==> config.mk <==
export PLATFORM = sky130hd
export DESIGN_NAME = branch_unit
export DESIGN_NICKNAME = d
export VERILOG_FILES = /design/src/rtl/branches_pkg.sv /design/src/rtl/branch_stats.sv /design/src/rtl/branch_unit.sv
export SDC_FILE = /design/constraint.sdc
export NUM_CORES = 1
export LEC_CHECK = 0
export ABC_AREA = 1
export CAP_MARGIN = 0
export CORE_MARGIN = 2
export CORE_UTILIZATION = 32
export CTS_CLUSTER_SIZE = 20
export DETAILED_ROUTE_END_ITERATION = 10
export PLACE_DENSITY = 0.85
export SLEW_MARGIN = 25
export SYNTH_ARGS = -nofsm -noshare
export SYNTH_HDL_FRONTEND = slang
export SYNTH_SLANG_ARGS = --single-unit
==> constraint.sdc <==
create_clock -name clk -period 2.8 [get_ports clk]
set_clock_uncertainty 0.15 [all_clocks]
set_input_delay 0.42 -clock clk [delete_from_list [all_inputs] [get_ports clk]]
set_output_delay 0.42 -clock clk [all_outputs]
set_load 0.05 [all_outputs]
==> src/rtl/branches_pkg.sv <==
// Shared branch types: comparison encodings follow RISC-V funct3.
// Used by branch_unit and branch_stats.
package branches_pkg;

    typedef enum logic [2:0] {
        BR_EQ  = 3'b000,
        BR_NE  = 3'b001,
        BR_LT  = 3'b100,
        BR_GE  = 3'b101,
        BR_LTU = 3'b110,
        BR_GEU = 3'b111
    } branch_op_e;

    localparam int          CNT_W   = 32;
    localparam logic [31:0] CNT_MAX = 32'hFFFF_FFFF;

endpackage

==> src/rtl/branch_stats.sv <==
// Saturating branch / taken-branch event counters.
// Present only in builds with BRANCH_UNIT_STATS_EN defined.
module branch_stats
    import branches_pkg::*;
(
    input  logic             clk,
    input  logic             rst_n,
    input  logic             i_clr,
    input  logic             i_inc_branch,
    input  logic             i_inc_taken,
    output logic [CNT_W-1:0] o_branch_cnt,
    output logic [CNT_W-1:0] o_taken_cnt
);

    logic [CNT_W-1:0] r_branch_cnt;
    logic [CNT_W-1:0] r_taken_cnt;

    // Clear wins over increment; counts stick at all-ones.
    always_ff @(posedge clk or negedge rst_n) begin
        if (!rst_n) begin
            r_branch_cnt <= '0;
            r_taken_cnt  <= '0;
        end else if (i_clr) begin
            r_branch_cnt <= '0;
            r_taken_cnt  <= '0;
        end else begin
            if (i_inc_branch && (r_branch_cnt != CNT_MAX))
                r_branch_cnt <= r_branch_cnt + 1'b1;
            if (i_inc_taken && (r_taken_cnt != CNT_MAX))
                r_taken_cnt <= r_taken_cnt + 1'b1;
        end
    end

    assign o_branch_cnt = r_branch_cnt;
    assign o_taken_cnt  = r_taken_cnt;

endmodule

==> src/rtl/branch_unit.sv <==
// Conditional-branch comparator with registered decision.
// Optional statistics counters enabled by macro BRANCH_UNIT_STATS_EN.
module branch_unit
    import branches_pkg::*;
#(
    parameter int WIDTH = 32
) (
    input  logic             clk,
    input  logic             rst_n,
    input  logic [WIDTH-1:0] src_a,
    input  logic [WIDTH-1:0] src_b,
    input  logic             is_branch,
    input  branch_op_e       branch_op,
    output logic             branch_taken,
    output logic             branch_taken_q,
    input  logic             stats_clr,
    output logic [31:0]      branch_cnt,
    output logic [31:0]      taken_cnt
);

    logic w_eq;
    logic w_lt;
    logic w_ltu;
    logic w_cond;
    logic r_taken_q;

    assign w_eq  = (src_a == src_b);
    assign w_lt  = ($signed(src_a) < $signed(src_b));
    assign w_ltu = (src_a < src_b);

    // Encodings 010/011 fall to default and never take.
    always_comb begin
        w_cond = 1'b0;
        case (branch_op)
            BR_EQ:   w_cond = w_eq;
            BR_NE:   w_cond = !w_eq;
            BR_LT:   w_cond = w_lt;
            BR_GE:   w_cond = !w_lt;
            BR_LTU:  w_cond = w_ltu;
            BR_GEU:  w_cond = !w_ltu;
            default: w_cond = 1'b0;
        endcase
    end

    assign branch_taken = is_branch && w_cond;

    always_ff @(posedge clk or negedge rst_n) begin
        if (!rst_n)
            r_taken_q <= 1'b0;
        else
            r_taken_q <= branch_taken;
    end

    assign branch_taken_q = r_taken_q;

`ifdef BRANCH_UNIT_STATS_EN
    branch_stats u_stats (
        .clk          (clk),
        .rst_n        (rst_n),
        .i_clr        (stats_clr),
        .i_inc_branch (is_branch),
        .i_inc_taken  (branch_taken),
        .o_branch_cnt (branch_cnt),
        .o_taken_cnt  (taken_cnt)
    );
`else
    logic w_unused_stats_clr;
    assign w_unused_stats_clr = stats_clr;
    assign branch_cnt = '0;
    assign taken_cnt  = '0;
`endif

endmodule

==> impl_metrics.tcl, run 1 <==
set metrics [dict create \
    switching_power_mw 0.343 \
    track_usage 0.127 \
    p_sw_frac 0.653 \
    seqPwrFrac 0.032 \
    p_clk_frac 0 \
    ir_drop_mv 0.0882 \
    ioPinCount 137 \
    crit_type "in -> out" \
    initial_core_util 0.326 \
    io_buffers 71 \
    cts_hold_buf 0 \
    routabilityCongestion 0.713 \
    power.density_nw_per_um2 222 \
    fp.dieArea_um2 5310 \
    wl_per_cell_um 10.3 \
    dp_slack_ns -0.289 \
    setup_violations 0 \
    num-nets-final 414 \
    core_area_um2 4660 \
    tns_ns 0 \
    placement.cell_area_um2 2080 \
    hold_viol_final 0 \
    synth_top_area_frac 0.316 \
    finish.instance_area_um2 2360 \
    hp-class "in -> async" \
    finalWirelength_um 3730 \
    cp-end-kind "output pin" \
    grt-ovfl-total 0 \
    setup_ws_ns 0.108 \
    use_met2 0.296 \
    ys_types 20 \
    clock.fmax_mhz 371 \
    largest_register_ffs 1 \
    clk_pin_slew_ns 0 \
    worst_ep_arrival_time_ns 2.12 \
    grt_pass1_wl_um 5520 \
    start_kind "input pin" \
    vias 1488 \
    crit_fanout 3 \
    dp_hpwl_um 2780 \
    met1_usage 0.108 \
    cap_violations 0 \
    fin_crit_ns 2.69 \
    top_usage_layer "met2" \
    drc_errors 0 \
    p_comb_frac 0.968 \
    p_int_mw 0.182 \
    rsz0062_at_grt "no" \
    drive_above_1_share 0.372 \
    yosysSeqAreaShare 0.0165 \
    drtIter0Drc 18 \
    p_leak_nw 1.25 \
    required_ns 2.23 \
    status "completed" \
    syn_area_um2 1520 \
    netlist_top_cells_area "buf_4, ha_1, inv_1, nand2_1, a21oi_1" \
    diodes 0 \
    synth_seq_cells 1 \
    die-height_um 72.9 \
    globalRouteMet3Util 0.0138 \
    antenna_found_initial 0 \
    syn2layout_area_growth_pct 55.4 \
    num_rows 25 \
    yosys_warnings 0 \
    syn_inst 235 \
    maxSlewViolCount 0 \
    grt_max_degree 7 \
    yosysTopAreaCell "buf_4" \
    dp.cells 361 \
    hold_slack_ns 0.422 \
    layout.cells.non_filler 363 \
    dieWidth_um 72.9 \
    routed_via_density 4.10 \
    firstDrtPassIters 4 \
    postSynthAreaPerCell_um2 6.46 \
    grt_pass1_vias 1397 \
    fin_crit_sh 0.961 \
    ant_nets 0 \
]
worst max-delay path: stages:
cell	delay, ns
dlygate4sd2_1	0.27
ha_4	0.25
nand2_1	0.05
nand2_1	0.05
nand2_1	0.06
nand2_1	0.05
nand2_1	0.07
nand3_2	0.10
a21oi_4	0.16
nand2_2	0.09
nand2_2	0.08
nand3_2	0.07
nand2_2	0.06
nor2_2	0.04
nor2_2	0.14
buf_12	0.15
cell type report:
cell class / count / area, µm²
Fill cell: 471 / 2300
Multi-Input combinational cell: 188 / 1500
Tap cell: 54 / 67.6
Inverter: 45 / 169
Sequential cell: 1 / 25.0
Timing Repair Buffer: 75 / 594
Yosys cell counts (all sizes together):
library cell and n:
nand2 46, conb 1, o21ai 3, a21o 1, buf 64, nor3b 1
inv 45, nor3 2, ha 32, a21oi 14, dfrtp 1, nand3 7
nand4 1, nor2 16, o21a 1
worst paths after layout:
path                           start                       end  slack, ns  depth (start not counted)
worst max-delay path       src_a[17]              branch_taken       0.11                         16
worst min-delay path           rst_n  branch_taken_q$_DFF_PN0_       0.42                          1
max in group asynchronous      rst_n  branch_taken_q$_DFF_PN0_       1.98                          1
min in group clk           is_branch  branch_taken_q$_DFF_PN0_       0.83                          3
placed cells by master, fill, tap and decap left out, drive strengths merged:
cell,n
ha,32
clkbuf,24
nor2,16
a21oi,14
buf,6
inv,45
nor3b,1
dlygate4sd2,25
o21a,1
nand4,1
o21ai,3
a21o,1
nand3,7
clkdlybuf4s50,6
nand2,46
nor3,2
clkdlybuf4s15,14
dfrtp,1
conb,64
power groups by stage:
stage | combinational, mW | clock [mW] | sequential [mW]
global route | 0.549 | 0 | 0.0168
CTS | 0.478 | 0 | 0.0167
finish | 0.508 | 0 | 0.0167
detailed placement | 0.446 | 0 | 0.0167
floorplan | 0.372 | 0 | 0.0229
global placement | 0.438 | 0 | 0.0167
logic make-up (layout without fill, tap and decap cells):
group                    Yosys count  after routing  synth area share
other                              1             64           0.00247
buffers and inverters            109            120             0.428
flip-flops                         1              1            0.0165
adder cells (fa/ha/maj)           32             32             0.264
AO/OA/AOI/OAI                     19             19            0.0741
AND/OR/NAND/NOR                   73             73             0.216
per-stage QoR:
stage,utilization,power (mW)
finish,0.506,0.525
detailed placement,0.446,0.463
floorplan,-,0.395
global route,0.506,0.566
global placement,0.446,0.455
CTS,0.500,0.495
routing by layer:
metal,wire length (µm),share of wire
met5,0,0
met2,2220,0.60
met3,317,0.085
met4,74,0.020
met1,1120,0.30
what timing repair did:
item                       CTS  global route
setup buffers                1             1
cloned                       0             0
gates resized for setup    132            78
setup endpoints to repair    1             1
pin swaps                   49            48
Note: power is estimated with default switching activity, not from simulation.
==> inputs of run 2 (changes only) <==
--- a/config.mk
+++ b/config.mk
@@ -11,7 +11,7 @@
 export CORE_UTILIZATION = 32
 export CTS_CLUSTER_SIZE = 20
 export DETAILED_ROUTE_END_ITERATION = 10
-export PLACE_DENSITY = 0.85
+export PLACE_DENSITY = 0.83
 export SLEW_MARGIN = 25
 export SYNTH_ARGS = -nofsm -noshare
 export SYNTH_HDL_FRONTEND = slang
==> run 2 against run 1 <==
  * Utilization increased by 1.5 points
  * Sequential share of layout area about the same
  * Hold slack got worse by 0.0024 ns
  * Critical endpoint unchanged
  * Worst setup slack improved by 0.0073 ns
  * Via count increased by 0.27%
  * Largest power group unchanged
  * Cell area increased by 2.9%
==> impl_metrics.tcl, run 2 (same netlist as run 1, synthesis figures left out) <==
set metrics [dict create \
    status "completed" \
    diodes 0 \
    firstDrtPassIters 2 \
    grt_pass1_wl_um 5730 \
    seqPwrFrac 0.031 \
    drtIter0Drc 13 \
    syn2layout_area_growth_pct 59.9 \
    hold_viol_final 0 \
    initial_core_util 0.326 \
    critPathTopFamily "simple AND/OR/NAND/NOR gates" \
    grt-ovfl-total 0 \
    antenna_found_initial 0 \
    clock.fmax_mhz 372 \
    crit_path_frequent_cell "nand2_2" \
    die-height_um 72.9 \
    fin_crit_ns 2.68 \
    slowest_delay_ns 0.26 \
    ant_nets 0 \
    dp.cells 362 \
    fp.dieArea_um2 5310 \
    clk_pin_slew_ns 0 \
    tns_ns 0 \
    core_area_um2 4660 \
    maxSlewViolCount 0 \
    fin_crit_sh 0.959 \
    required_ns 2.23 \
    hp-class "in -> async" \
    largest_register_ffs 1 \
    p_int_mw 0.192 \
    p_sw_frac 0.643 \
    layout_commonest_cell "conb_1" \
    dieWidth_um 72.9 \
    p_comb_frac 0.969 \
    ioPinCount 137 \
    multiInputGateArea_um2 1510 \
    routabilityCongestion 0.687 \
    ir_drop_mv 0.0837 \
    num_rows 25 \
    cap_violations 0 \
    track_usage 0.134 \
    wl_per_cell_um 10.6 \
    crit_fanout 3 \
    vias 1492 \
    num-nets-final 415 \
    cp_num_buf_inv 3 \
    hold_slack_ns 0.420 \
    drc_errors 0 \
    grt_max_degree 7 \
    crit_type "in -> out" \
    max_slew_margin 0.660 \
    drive_above_1_share 0.352 \
    routed_via_density 4.10 \
    worst_ep_arrival_time_ns 2.11 \
    critPathSlowestCell "ha_4" \
    fillerInstances 466 \
    final_cell_mix "conb_1, nand2_1, dlygate4sd2_1, inv_2, ha_4" \
    power.total_mw 0.538 \
    p_clk_frac 0 \
    setup_violations 0 \
    power.density_nw_per_um2 222 \
    seq_area_um2 25.0 \
    switching_power_mw 0.346 \
    tightestPinTransition_ns 0.508 \
    dp_hpwl_um 2900 \
    io_buffers 71 \
    final_util 0.521 \
    finalWirelength_um 3860 \
    p_leak_nw 1.27 \
    crit_chain "dlygate4sd2_1 > inv_2 > ha_4 > nand2_2 > nor2_4 > nand2_2 > nor3b_4 > nand2_2 > nand2_2 > nand2_2 > nand2_1 > nand2_1 > nand2_1 > nor2_2 > nor2_4 > buf_12" \
    layout.cells.non_filler 364 \
    start_kind "input pin" \
    cp-end-kind "output pin" \
    grt_pass1_vias 1430 \
]
run 2: changes by cell type in the layout (fill, tap and decap cells not counted), sizes merged:
| cell | change |
|---|---|
| buf | +1 |
| clkbuf | -11 |
| clkdlybuf4s15 | +6 |
| dlygate4sd2 | +5 |
run 2: worst paths after layout:
check | start | to | slack [ns] | depth (start not counted)
worst min-delay path | rst_n | branch_taken_q$_DFF_PN0_ | 0.42 | 1
worst max-delay path | src_b[28] | branch_taken | 0.12 | 16
max in group asynchronous | rst_n | branch_taken_q$_DFF_PN0_ | 1.98 | 1
min in group clk | is_branch | branch_taken_q$_DFF_PN0_ | 0.86 | 3
run 2: metal layers:
metal  part of all wire  GRT usage
met5                  0          0
met4             0.0098     0.0144
met3              0.074    0.00967
met2               0.61      0.324
met1               0.31      0.110
run 2: metrics by stage:
step | instance area [µm²] | setup WS, ns
finish | 2430 | 0.115
global route | 2430 | -0.0155
CTS | 2360 | 0.00560
detailed placement | 2090 | -0.303
global placement | 2090 | -0.256
floorplan | 1760 | 0.167
run 2: what timing repair did:
item	4_1_cts	5_1_grt
setup buffers	1	1
pin swaps	50	36
setup endpoints to repair	1	1
resized for setup	142	56
hold buffers	0	0
run 2: power groups by stage:
stage | logic, mW | clock network, mW | registers [mW]
after floorplan | 0.372 | 0 | 0.0229
after global placement | 0.440 | 0 | 0.0171
after detailed placement | 0.449 | 0 | 0.0170
after CTS | 0.486 | 0 | 0.0170
after global routing | 0.562 | 0 | 0.0169
final | 0.521 | 0 | 0.0169
run 2: cell type report:
class,instances,area share
Inverter,45,0.0696
Tap cell,54,0.0278
Timing Repair Buffer,76,0.270
Sequential cell,1,0.0103
Multi-Input combinational cell,188,0.622
